--- src/rtl/alu_req_sched_if.sv ---
// ---------------------------------------------------------------------------
// alu_req_sched_if
// Bundles the requester, ALU and response signals of alu_req_sched.
//   master : requesters + ALU + response consumer (drives req/op/a/b,
//            alu_out, rsp_ready; observes gnt, ALU drive, response, busy)
//   slave  : the scheduler itself
// Parameters: DW = operand/result width, OPW = opcode width.
// ---------------------------------------------------------------------------
interface alu_req_sched_if #(
    parameter int DW  = 4,
    parameter int OPW = 3
);
    logic           req0, req1;
    logic [OPW-1:0] op0, op1;
    logic [DW-1:0]  a0, a1, b0, b1;
    logic           gnt0, gnt1;
    logic [OPW-1:0] alu_op;
    logic [DW-1:0]  alu_in1, alu_in2;
    logic [DW-1:0]  alu_out;
    logic           rsp_valid;
    logic           rsp_id;
    logic [DW-1:0]  rsp_data;
    logic           rsp_ready;
    logic           busy;

    modport master (
        output req0, req1, op0, op1, a0, a1, b0, b1, alu_out, rsp_ready,
        input  gnt0, gnt1, alu_op, alu_in1, alu_in2, rsp_valid, rsp_id,
               rsp_data, busy
    );

    modport slave (
        input  req0, req1, op0, op1, a0, a1, b0, b1, alu_out, rsp_ready,
        output gnt0, gnt1, alu_op, alu_in1, alu_in2, rsp_valid, rsp_id,
               rsp_data, busy
    );
endinterface

--- src/rtl/alu_req_sched.sv ---
// ---------------------------------------------------------------------------
// alu_req_sched
// Round-robin scheduler sharing one combinational ALU between two requesters.
// A winner's opcode/operands are latched onto the ALU drive registers, the
// ALU result is captured one cycle later and returned with a valid/ready
// response tagged by requester ID. One operation in flight at most.
// Ports:
//   clk  : clock, rising edge
//   rst  : synchronous active-high reset
//   bus  : alu_req_sched_if.slave (requests, grants, ALU drive/result,
//          response handshake, busy)
// ---------------------------------------------------------------------------
module alu_req_sched #(
    parameter int DW  = 4,
    parameter int OPW = 3
) (
    input  logic           clk,
    input  logic           rst,
    alu_req_sched_if.slave bus
);
    typedef enum logic [1:0] {IDLE, EXEC, RESP} state_t;

    state_t         state_q, state_d;
    logic           last_q, last_d;
    logic           gnt0_q, gnt0_d, gnt1_q, gnt1_d;
    logic [OPW-1:0] op_q, op_d;
    logic [DW-1:0]  in1_q, in1_d, in2_q, in2_d;
    logic [DW-1:0]  data_q, data_d;
    logic           valid_q, valid_d;
    logic           id_q, id_d;
    logic           win;

    // Lone requester wins; on a tie the one not granted last wins.
    always_comb win = (bus.req0 && bus.req1) ? ~last_q : bus.req1;

    always_comb begin
        state_d = state_q;
        last_d  = last_q;
        gnt0_d  = 1'b0;
        gnt1_d  = 1'b0;
        op_d    = op_q;
        in1_d   = in1_q;
        in2_d   = in2_q;
        data_d  = data_q;
        valid_d = valid_q;
        id_d    = id_q;
        case (state_q)
            IDLE: begin
                if (bus.req0 || bus.req1) begin
                    gnt0_d  = ~win;
                    gnt1_d  = win;
                    last_d  = win;
                    id_d    = win;
                    op_d    = win ? bus.op1 : bus.op0;
                    in1_d   = win ? bus.a1  : bus.a0;
                    in2_d   = win ? bus.b1  : bus.b0;
                    state_d = EXEC;
                end
            end
            EXEC: begin
                // ALU inputs have been stable for a full cycle here.
                data_d  = bus.alu_out;
                valid_d = 1'b1;
                state_d = RESP;
            end
            RESP: begin
                if (bus.rsp_ready) begin
                    valid_d = 1'b0;
                    state_d = IDLE;
                end
            end
            default: state_d = IDLE;
        endcase
    end

    always_ff @(posedge clk) begin
        if (rst) begin
            state_q <= IDLE;
            last_q  <= 1'b1;
            gnt0_q  <= 1'b0;
            gnt1_q  <= 1'b0;
            op_q    <= '0;
            in1_q   <= '0;
            in2_q   <= '0;
            data_q  <= '0;
            valid_q <= 1'b0;
            id_q    <= 1'b0;
        end else begin
            state_q <= state_d;
            last_q  <= last_d;
            gnt0_q  <= gnt0_d;
            gnt1_q  <= gnt1_d;
            op_q    <= op_d;
            in1_q   <= in1_d;
            in2_q   <= in2_d;
            data_q  <= data_d;
            valid_q <= valid_d;
            id_q    <= id_d;
        end
    end

    assign bus.gnt0      = gnt0_q;
    assign bus.gnt1      = gnt1_q;
    assign bus.alu_op    = op_q;
    assign bus.alu_in1   = in1_q;
    assign bus.alu_in2   = in2_q;
    assign bus.rsp_valid = valid_q;
    assign bus.rsp_id    = id_q;
    assign bus.rsp_data  = data_q;
    assign bus.busy      = (state_q != IDLE);
endmodule

--- src/flat_wrapper.sv ---
// flat-port wrapper written by rule: the top's interface ports become plain ports
module alu_req_sched_flat 
#(
    parameter int DW  = 4,
    parameter int OPW = 3
)
  (clk, rst, bus_req0, bus_req1, bus_op0, bus_op1, bus_a0, bus_a1, bus_b0, bus_b1, bus_alu_out, bus_rsp_ready, bus_gnt0, bus_gnt1, bus_alu_op, bus_alu_in1, bus_alu_in2, bus_rsp_valid, bus_rsp_id, bus_rsp_data, bus_busy);
  alu_req_sched_if #(.DW(DW), .OPW(OPW)) bus_i ();
  input  logic clk;
  input  logic rst;
  input wire logic [$bits(bus_i.req0)-1:0] bus_req0;
  input wire logic [$bits(bus_i.req1)-1:0] bus_req1;
  input wire logic [$bits(bus_i.op0)-1:0] bus_op0;
  input wire logic [$bits(bus_i.op1)-1:0] bus_op1;
  input wire logic [$bits(bus_i.a0)-1:0] bus_a0;
  input wire logic [$bits(bus_i.a1)-1:0] bus_a1;
  input wire logic [$bits(bus_i.b0)-1:0] bus_b0;
  input wire logic [$bits(bus_i.b1)-1:0] bus_b1;
  input wire logic [$bits(bus_i.alu_out)-1:0] bus_alu_out;
  input wire logic [$bits(bus_i.rsp_ready)-1:0] bus_rsp_ready;
  output wire logic [$bits(bus_i.gnt0)-1:0] bus_gnt0;
  output wire logic [$bits(bus_i.gnt1)-1:0] bus_gnt1;
  output wire logic [$bits(bus_i.alu_op)-1:0] bus_alu_op;
  output wire logic [$bits(bus_i.alu_in1)-1:0] bus_alu_in1;
  output wire logic [$bits(bus_i.alu_in2)-1:0] bus_alu_in2;
  output wire logic [$bits(bus_i.rsp_valid)-1:0] bus_rsp_valid;
  output wire logic [$bits(bus_i.rsp_id)-1:0] bus_rsp_id;
  output wire logic [$bits(bus_i.rsp_data)-1:0] bus_rsp_data;
  output wire logic [$bits(bus_i.busy)-1:0] bus_busy;
  assign bus_i.req0 = bus_req0;
  assign bus_i.req1 = bus_req1;
  assign bus_i.op0 = bus_op0;
  assign bus_i.op1 = bus_op1;
  assign bus_i.a0 = bus_a0;
  assign bus_i.a1 = bus_a1;
  assign bus_i.b0 = bus_b0;
  assign bus_i.b1 = bus_b1;
  assign bus_i.alu_out = bus_alu_out;
  assign bus_i.rsp_ready = bus_rsp_ready;
  assign bus_gnt0 = bus_i.gnt0;
  assign bus_gnt1 = bus_i.gnt1;
  assign bus_alu_op = bus_i.alu_op;
  assign bus_alu_in1 = bus_i.alu_in1;
  assign bus_alu_in2 = bus_i.alu_in2;
  assign bus_rsp_valid = bus_i.rsp_valid;
  assign bus_rsp_id = bus_i.rsp_id;
  assign bus_rsp_data = bus_i.rsp_data;
  assign bus_busy = bus_i.busy;
  alu_req_sched #(.DW(DW), .OPW(OPW)) u_core (.clk(clk), .rst(rst), .bus(bus_i));
endmodule
--- config.mk ---
export PLATFORM = sky130hd
export DESIGN_NAME = alu_req_sched_flat
export DESIGN_NICKNAME = d
export VERILOG_FILES = /design/src/rtl/alu_req_sched_if.sv /design/src/rtl/alu_req_sched.sv /design/src/flat_wrapper.sv
export SDC_FILE = /design/constraint.sdc
export NUM_CORES = 1
export LEC_CHECK = 0
export ABC_AREA = 1
export BUFFER_PORTS_ARGS = -buffer_cell sky130_fd_sc_hd__buf_2
export CAP_MARGIN = 20
export CELL_PAD_IN_SITES_DETAIL_PLACEMENT = 1
export CELL_PAD_IN_SITES_GLOBAL_PLACEMENT = 2
export CORE_ASPECT_RATIO = 0.75
export CORE_MARGIN = 2
export CORE_UTILIZATION = 24
export DETAILED_ROUTE_END_ITERATION = 8
export PLACE_DENSITY = 0.87
export SETUP_SLACK_MARGIN = 0.1
export SKIP_LAST_GASP = 1
export SLEW_MARGIN = 10
export SYNTH_ARGS = -nofsm -noshare
export SYNTH_HDL_FRONTEND = slang
export SYNTH_SLANG_ARGS = --single-unit
export TNS_END_PERCENT = 5
--- constraint.sdc ---
create_clock -name clk -period 3.15 [get_ports clk]
set_clock_uncertainty 0.15 [all_clocks]
set_input_delay 0.1575 -clock clk [delete_from_list [all_inputs] [get_ports clk]]
set_output_delay 0.1575 -clock clk [all_outputs]
set_load 0.02 [all_outputs]
; After elaboration in Yosys (flattened, before gate mapping)
; Cells that the tools add are included.
[word_totals]
register_bits = 22
word_cells = 36
output_inout_bits = 20
[op_classes]
eq_ne = 4
n_bitwise = 4
n_reduce_logical = 9
mux = 9
[ops]
columns = op, count
row1 = $mux 4, 2
row2 = $pmux 2 s3, 1
row3 = $reduce_and 2->1, 3
row4 = $mux 2, 2
row5 = $not 1->1, 4
row6 = $reduce_bool 2->1, 2
row7 = $mux 3, 1
row8 = $reduce_or 3->1, 1
row9 = $eq 2x1->1 const B, 1
row10 = $eq 2x2->1 const B, 1
row11 = $logic_not 2->1, 1
row12 = $mux 1, 2
row13 = $ne 2x1->1 const B, 1
row14 = $ne 2x2->1 const B, 1
row15 = $pmux 1 s2, 1
row16 = $logic_and 1x1->1, 1
row17 = $logic_or 1x1->1, 1

; Longest topological paths before layout
; Gate-level depths: netlist of the first run.
[depth]
word_depth = 3
mapped_depth = 8

; Worst setup path after synthesis of the first run
; Ideal clock, no wire load.
[synth_path]
path_type = flip-flop to flip-flop
from = reg u_core.state_q[0]
to = reg u_core.in1_q[3], in the netlist u_core.bus.alu_in1[3]
path_slack_ns = 2.003
synth_period_minus_slack_ns = 1.147
stages_incl_launch_ff = 7
t_arrival_ns = 0.886
setup_ns = 0.112
cell_sequence = dfxtp_1 inv_1 nand2_2 nor2_4 nand2_1 nor2_1 nor2_1
[synth_between]
elab_chain_len = 2
[synth_rtl]
columns = element, line_no
row1 = start: declaration, alu_req_sched.sv:23  ; state_t state_q, state_d;
row2 = start signal: assignment, alu_req_sched.sv:89  ; state_q <= state_d;
row3 = $logic_not 2->1, alu_req_sched.sv:47  ; case (state_q)
row4 = $reduce_and 2->1 (no line), --
row5 = end signal: assignment, alu_req_sched.sv:94  ; in1_q <= in1_d;
row6 = end: declaration, alu_req_sched.sv:27  ; logic [DW-1:0] in1_q, in1_d, in2_q, in2_d;
; No other way between the ends.
; A chain may end at the register's enable or synchronous reset.

; Final worst setup path of the first run
[layout_path]
from = reg u_core.last_q
to = reg u_core.in2_q[0], in the netlist u_core.bus.alu_in2[0]
[layout_between]
elab_chain_len = 3
[layout_rtl]
columns = element, line_no
row1 = start: declaration, alu_req_sched.sv:24  ; logic last_q, last_d;
row2 = start signal: assignment, alu_req_sched.sv:90  ; last_q <= last_d;
row3 = $not 1->1, alu_req_sched.sv:34  ; always_comb win = (bus.req0 && bus.req1) ? ~last_q : bus.req1;
row4 = $mux 1, alu_req_sched.sv:34
row5 = $mux 4, alu_req_sched.sv:56  ; in2_d = win ? bus.b1 : bus.b0;
row6 = end signal: assignment, alu_req_sched.sv:95  ; in2_q <= in2_d;
row7 = end: declaration, alu_req_sched.sv:27
; No other way between the ends.

==> results.yml, run 1 <==
run_status:
  status: "completed"
synth:
  yosysSeqAreaShare: 0.421
  synth_fa_ha_area_frac: 0
  muxShareOfSynthArea: 0
  post-synth-top-count-cell: "nand2_1"
  synth_compound_area_frac: 0.0837
  synth_top_cell_area_share: 0.421
  synth_xor_area_frac: 0
  syn_area_um2: 1050
  synth_nets: 185
  synth_common_cells: "nand2_1 (41), nor2_1 (26), dfxtp_1 (22), inv_1 (20), nand3_1 (13)"
  ys_top_cells_by_area: "dfxtp_1 (42%), nand2_1 (15%), nor2_1 (9.3%)"
  synthArstFlopShare: 0
  synthCells: 154
  synth.distinct_cells: 17
  synth_top_family_by_area: "simple AND/OR/NAND/NOR gates"
  ys.warnings.count: 0
  yosys.area_share.simple: 0.367
  avgSynthCellArea_um2: 6.79
  synth_edf_count: 0
  synth_top_area_cell: "dfxtp_1"
  ys_ff_latch: 22
  synth_flop_cell: "dfxtp_1"
setup_path:
  cp.required_ns: 3.16
  timing.rr.start: "u_core.last_q$_SDFFE_PP1P_"
  critPathLaunchType: "register"
  crit_type: "register to register"
  crit_start: "u_core.last_q$_SDFFE_PP1P_"
  path_depth: 6
  r2r_slack_ns: 1.80
  crit_buf_inv: 1
  ff2ff_path_depth: 6
  critical_path.top_delay_family: "simple AND/OR/NAND/NOR gates"
  crit_top_cell: "nand2_1"
  rr_endpoint: "u_core.bus.alu_in2[0]$_SDFFE_PP0P_"
  crit_arrival_ns: 1.36
  worstPathMaxFanout: 15
  critPathCapture: "u_core.bus.alu_in2[0]$_SDFFE_PP0P_"
  slowest_stage: "dfxtp_1"
  slowest_delay_ns: 0.32
  cp_cell_sequence: "nand2_2, nand2_1, inv_2, nand2_1, nand3_1, nand2_1"
  end_kind: "register"
sta:
  fin_tns_setup_ns: 0
  report.final.slew_viol_count: 0
  relSlewSlack: 0.747
  tightest_slew_ns: 0.378
  rsz0062_at_grt: "no"
  period_share: 0.428
  final-setup-viol-count: 0
  period_needed_ns: 1.35
  hold_viol_final: 0
  fmax_mhz: 742
placed_design:
  dp.final_hpwl_um: 2180
  io_buffers: 50
  routabilityCongestion: 0.724
  place_area_um2: 1310
cells_and_area:
  stdcell_area_um2: 1410
  diodes: 0
  final_nets: 238
  area_delta_synth_final_pct: 34.7
  drive_gt1_frac: 0.311
  seqCellArea_um2: 440
  fill_cells: 542
  multiInputGateArea_um2: 472
drt:
  wl_per_cell_um: 10.7
  dr.pass1.iters: 4
  ant_nets: 0
  drt-total-wl_um: 2800
  drt_iter0_drc: 9
  vias_per_cell: 4.08
  routed-via-count: 1064
  route.detailed.drc: 0
clocking:
  cts_tree: "yes"
  cts_resized: 0
  cts_setup_buffers: 0
  cts.path.max_buffers: 2
  cts_max_level: 1
  cts.root.buffer_cell: "clkbuf_8"
  clkTransAtPathRegs_ns: 0.08
  cts.sinks: 22
  clock_latency_ns: 0.26
  cts_buffers: 3
  cts_hold_buffers: 4
worst_hold_path:
  holdPathStages: 2
  hold_path.class: "input pin to register"
power_and_ir_drop:
  ir_drop_mv: 0.146
  powerDensity_nw_per_um2: 509
  power_leakage_uw: 0.000776
global_routing:
  grt_pass1_wl_um: 4790
  grt.total_usage: 0.125
  grt_max_degree: 18
  grt-ovfl-total: 0
  first_global_vias: 1039
  antenna_found_initial: 0
floorplan:
  fp.coreArea_um2: 4130
  io-pin-count: 51
  die_x_um: 80.2
  initial_core_util: 0.253
  dieArea_um2: 4910
  num_rows: 20
  die_h_um: 61.2
job:
  max_cap_viol_count: 0
## routing by layer
metal	up-vias	wire, um	global-route usage
met3	2	199	0.0367
met2	37	1150	0.207
met4	0	4	0.0145
met1	457	1450	0.169
li1	568	-	-
met5	-	0	0
## cell usage in the layout, fill, tap and decap left out, types with 7 or more instances in the layout
master / count
nand2_1: 41
buf_2: 50
a21boi_0: 7
nand3_1: 13
inv_1: 20
dfxtp_1: 22
nor2_1: 26
## state kept, by name (all words and copies together), names as in the netlist
name / cells
u_core.bus.alu_op: 3
u_core.bus.rsp_valid: 1
u_core.bus.gnt1: 1
u_core.bus.gnt0: 1
u_core.last_q: 1
u_core.bus.rsp_id: 1
u_core.bus.alu_in2: 4
u_core.bus.rsp_data: 4
u_core.state_q: 2
u_core.bus.alu_in1: 4
## worst reg2reg max path, cell delays in order, from the launching register on
cell	delay, ns
dfxtp_1	0.32
nand2_2	0.21
nand2_1	0.21
inv_2	0.16
nand2_1	0.06
nand3_1	0.09
nand2_1	0.05
## area by class of cell
class	count	area share
Multi-Input combinational cell	104	0.335
Sequential cell	22	0.313
Timing Repair Buffer	54	0.206
Inverter	22	0.0586
Tap cell	55	0.0488
Clock buffer	4	0.0391
## cell families (layout without fill, tap and decap cells)
kind of cell / count (synthesis) / count (layout)
AND/OR/NAND/NOR: 90 / 90
buffers and inverters: 28 / 80
flip-flops: 22 / 22
AO/OA/AOI/OAI: 14 / 14
## metrics by stage
step                setup WS [ns]  utilization  hold slack, ns  total power, uW  std cells
global route                 1.64        0.341          0.0322              769        261
CTS                          1.78        0.341          0.0223              728        261
detailed placement           1.78        0.318           0.241              521        253
finish                       1.80        0.341          0.0264              717        261
global placement             1.81        0.318           0.237              518        253
floorplan                    2.00            -           0.142              459        154
## power by group
| group | leakage [uW] | internal [uW] | switching (uW) | total [uW] |
|---|---|---|---|---|
| combinational | 0.000565 | 68.4 | 123 | 191 |
| sequential | 0.000182 | 308 | 15.1 | 323 |
| clock | 0.0000288 | 111 | 90.9 | 202 |
| total | 0.000776 | 488 | 229 | 717 |
## worst min-delay path by stage
stage / end / from / slack (ns)
floorplan: u_core.bus.rsp_data[0]$_SDFFE_PP0P_ / bus_alu_out[0] / 0.14
global placement: u_core.bus.rsp_data[1]$_SDFFE_PP0P_ / bus_alu_out[1] / 0.24
detailed placement: u_core.bus.rsp_data[1]$_SDFFE_PP0P_ / bus_alu_out[1] / 0.24
CTS: u_core.state_q[1]$_SDFFE_PP0P_ / bus_rsp_ready / 0.02
global route: u_core.bus.rsp_id$_SDFFE_PP0P_ / rst / 0.03
finish: u_core.bus.rsp_id$_SDFFE_PP0P_ / rst / 0.03
Note: power is estimated with default switching activity, not from simulation.
==> run 2: changes to the inputs <==
CORE_UTILIZATION = 22   (was 24)
PLACE_DENSITY = 0.81   (was 0.87)
clock period = 1.4 ns   (was 3.15 ns; I/O delays follow)
==> results.yml, run 2 (same netlist as run 1, synthesis figures left out) <==
run_status:
  status: "completed"
drt:
  wl_per_cell_um: 10.8
  vias_per_cell: 4.02
  drt_iter0_drc: 25
  dr.pass1.iters: 4
  drt-total-wl_um: 3020
  routed-via-count: 1131
  route.detailed.drc: 0
  ant_nets: 0
power_and_ir_drop:
  p_clk_frac: 0.241
  p_sw_frac: 0.323
  switchingPower_uw: 516
  power_leakage_uw: 0.000850
  powerDensity_nw_per_um2: 1010
  ir_drop_mv: 0.264
  p_int_uw: 1080
  power_frac_seq: 0.456
  power_uw: 1600
  combPwrFrac: 0.303
cells_and_area:
  final_cell_mix: "buf_2 (50), nand2_1 (41), nor2_1 (26), dfxtp_1 (21)"
  diodes: 0
  layout_commonest_cell: "buf_2"
  stdcell_count: 281
  final_nets: 257
  area_delta_synth_final_pct: 51.8
  drive_gt1_frac: 0.308
  fill_cells: 600
setup_path:
  slowest_delay_ns: 0.37
  cp.required_ns: 1.18
  crit_type: "register to primary output"
  crit_arrival_ns: 1.00
  ff2ff_path_depth: 5
  slowest_stage: "dfxtp_2"
  rr_endpoint: "u_core.bus.alu_in2[2]$_SDFFE_PP0P_"
  cp_cell_sequence: "inv_1, nand2_2, buf_2"
  worstPathMaxFanout: 5
  crit_start: "u_core.state_q[1]$_SDFFE_PP0P_"
  critPathCapture: "bus_busy"
  critPathLaunchType: "register"
  timing.rr.start: "u_core.state_q[1]$_SDFFE_PP0P_"
  end_kind: "primary output"
  r2r_slack_ns: 0.22
sta:
  period_needed_ns: 1.22
  fin_tns_setup_ns: 0
  relSlewSlack: 0.755
  tightest_slew_ns: 0.367
  hold_viol_final: 0
  fmax_mhz: 822
  rsz0062_at_grt: "yes"
  final-setup-viol-count: 0
  report.final.slew_viol_count: 0
  period_share: 0.869
global_routing:
  grt.total_usage: 0.118
  first_global_vias: 1062
  antenna_found_initial: 0
  grt_max_degree: 15
  grt_pass1_wl_um: 4990
  grt-ovfl-total: 0
job:
  max_cap_viol_count: 0
clocking:
  cts.root.buffer_cell: "clkbuf_8"
  cts_max_level: 1
  cts.path.max_buffers: 2
  cts.sinks: 22
  cts_buffers: 3
  clock_latency_ns: 0.26
  clkTransAtPathRegs_ns: 0.08
  cts_setup_buffers: 0
  cts_tree: "yes"
placed_design:
  io_buffers: 50
  placed_cells: 258
  routabilityCongestion: 0.703
  dp.final_hpwl_um: 2230
floorplan:
  die_x_um: 83.6
  initial_core_util: 0.231
  fp.coreArea_um2: 4520
  die_h_um: 63.7
  num_rows: 21
  dieArea_um2: 5330
  io-pin-count: 51
worst_hold_path:
  hold_path.class: "input pin to register"
[run 2: cell count changes in the layout (fill, tap and decap cells not counted), sizes merged]
cell | before | now
clkbuf | 4 | 3
buf | 50 | 53
nor2 | 30 | 31
dlygate4sd3 | 4 | 19
[run 2: worst min-delay path by stage]
stage	end	slack (ns)	cells past startpoint	start
after floorplan	u_core.bus.rsp_data[0]$_SDFFE_PP0P_	0.05	2	bus_alu_out[0]
after global placement	u_core.bus.rsp_data[0]$_SDFFE_PP0P_	0.14	3	bus_alu_out[0]
after detailed placement	u_core.bus.rsp_data[0]$_SDFFE_PP0P_	0.16	3	bus_alu_out[0]
after CTS	u_core.bus.alu_op[2]$_SDFFE_PP0P_	0.007	5	bus_op1[2]
after global routing	u_core.bus.alu_op[2]$_SDFFE_PP0P_	0.02	5	bus_op1[2]
final	u_core.bus.alu_op[2]$_SDFFE_PP0P_	0.006	5	bus_op1[2]
[run 2: area by class of cell]
| type | instances | area, um2 | share of cell area |
|---|---|---|---|
| Clock buffer | 3 | 41.3 | 0.0260 |
| Inverter | 22 | 82.6 | 0.0520 |
| Multi-Input combinational cell | 105 | 488 | 0.307 |
| Sequential cell | 22 | 442 | 0.278 |
| Tap cell | 57 | 71.3 | 0.0449 |
| Timing Repair Buffer | 72 | 463 | 0.292 |
[run 2: metal layers]
metal  global-route usage  vias up  wire [um]
li1                     -      608          -
met1                0.161      488       1500
met2                0.183       33       1340
met3               0.0288        2        152
met4               0.0363        0         28
met5                    0        -          0
[run 2: through the flow]
step                 util  worst slack, ns  hold slack [ns]  instance area (um2)
floorplan               -            0.253           0.0549                 1050
CTS                 0.347            0.112          0.00678                 1570
global placement    0.296            0.114            0.144                 1340
finish              0.351            0.183          0.00598                 1590
global route        0.351           0.0709           0.0174                 1590
detailed placement  0.296            0.124            0.159                 1340
[run 2: worst max-delay path, delay by kind of cell, from the launching register on]
family / cells / cell delay (ns)
buffers and inverters: 2 / 0.25
flip-flops: 1 / 0.37
AND/OR/NAND/NOR: 1 / 0.12
[run 2: repair_timing]
item,CTS,global route
hold endpoints to repair,18,0
endpoints found under the setup margin,0,11
hold buffers,19,0
resized for setup,0,4
[run 2: power by group through the flow]
| stage | clock network (uW) | logic, uW | registers [uW] |
|---|---|---|---|
| floorplan | 0 | 220 | 813 |
| global placement | 0 | 433 | 742 |
| detailed placement | 0 | 438 | 743 |
| CTS | 408 | 480 | 728 |
| global route | 436 | 543 | 740 |
| finish | 385 | 485 | 728 |
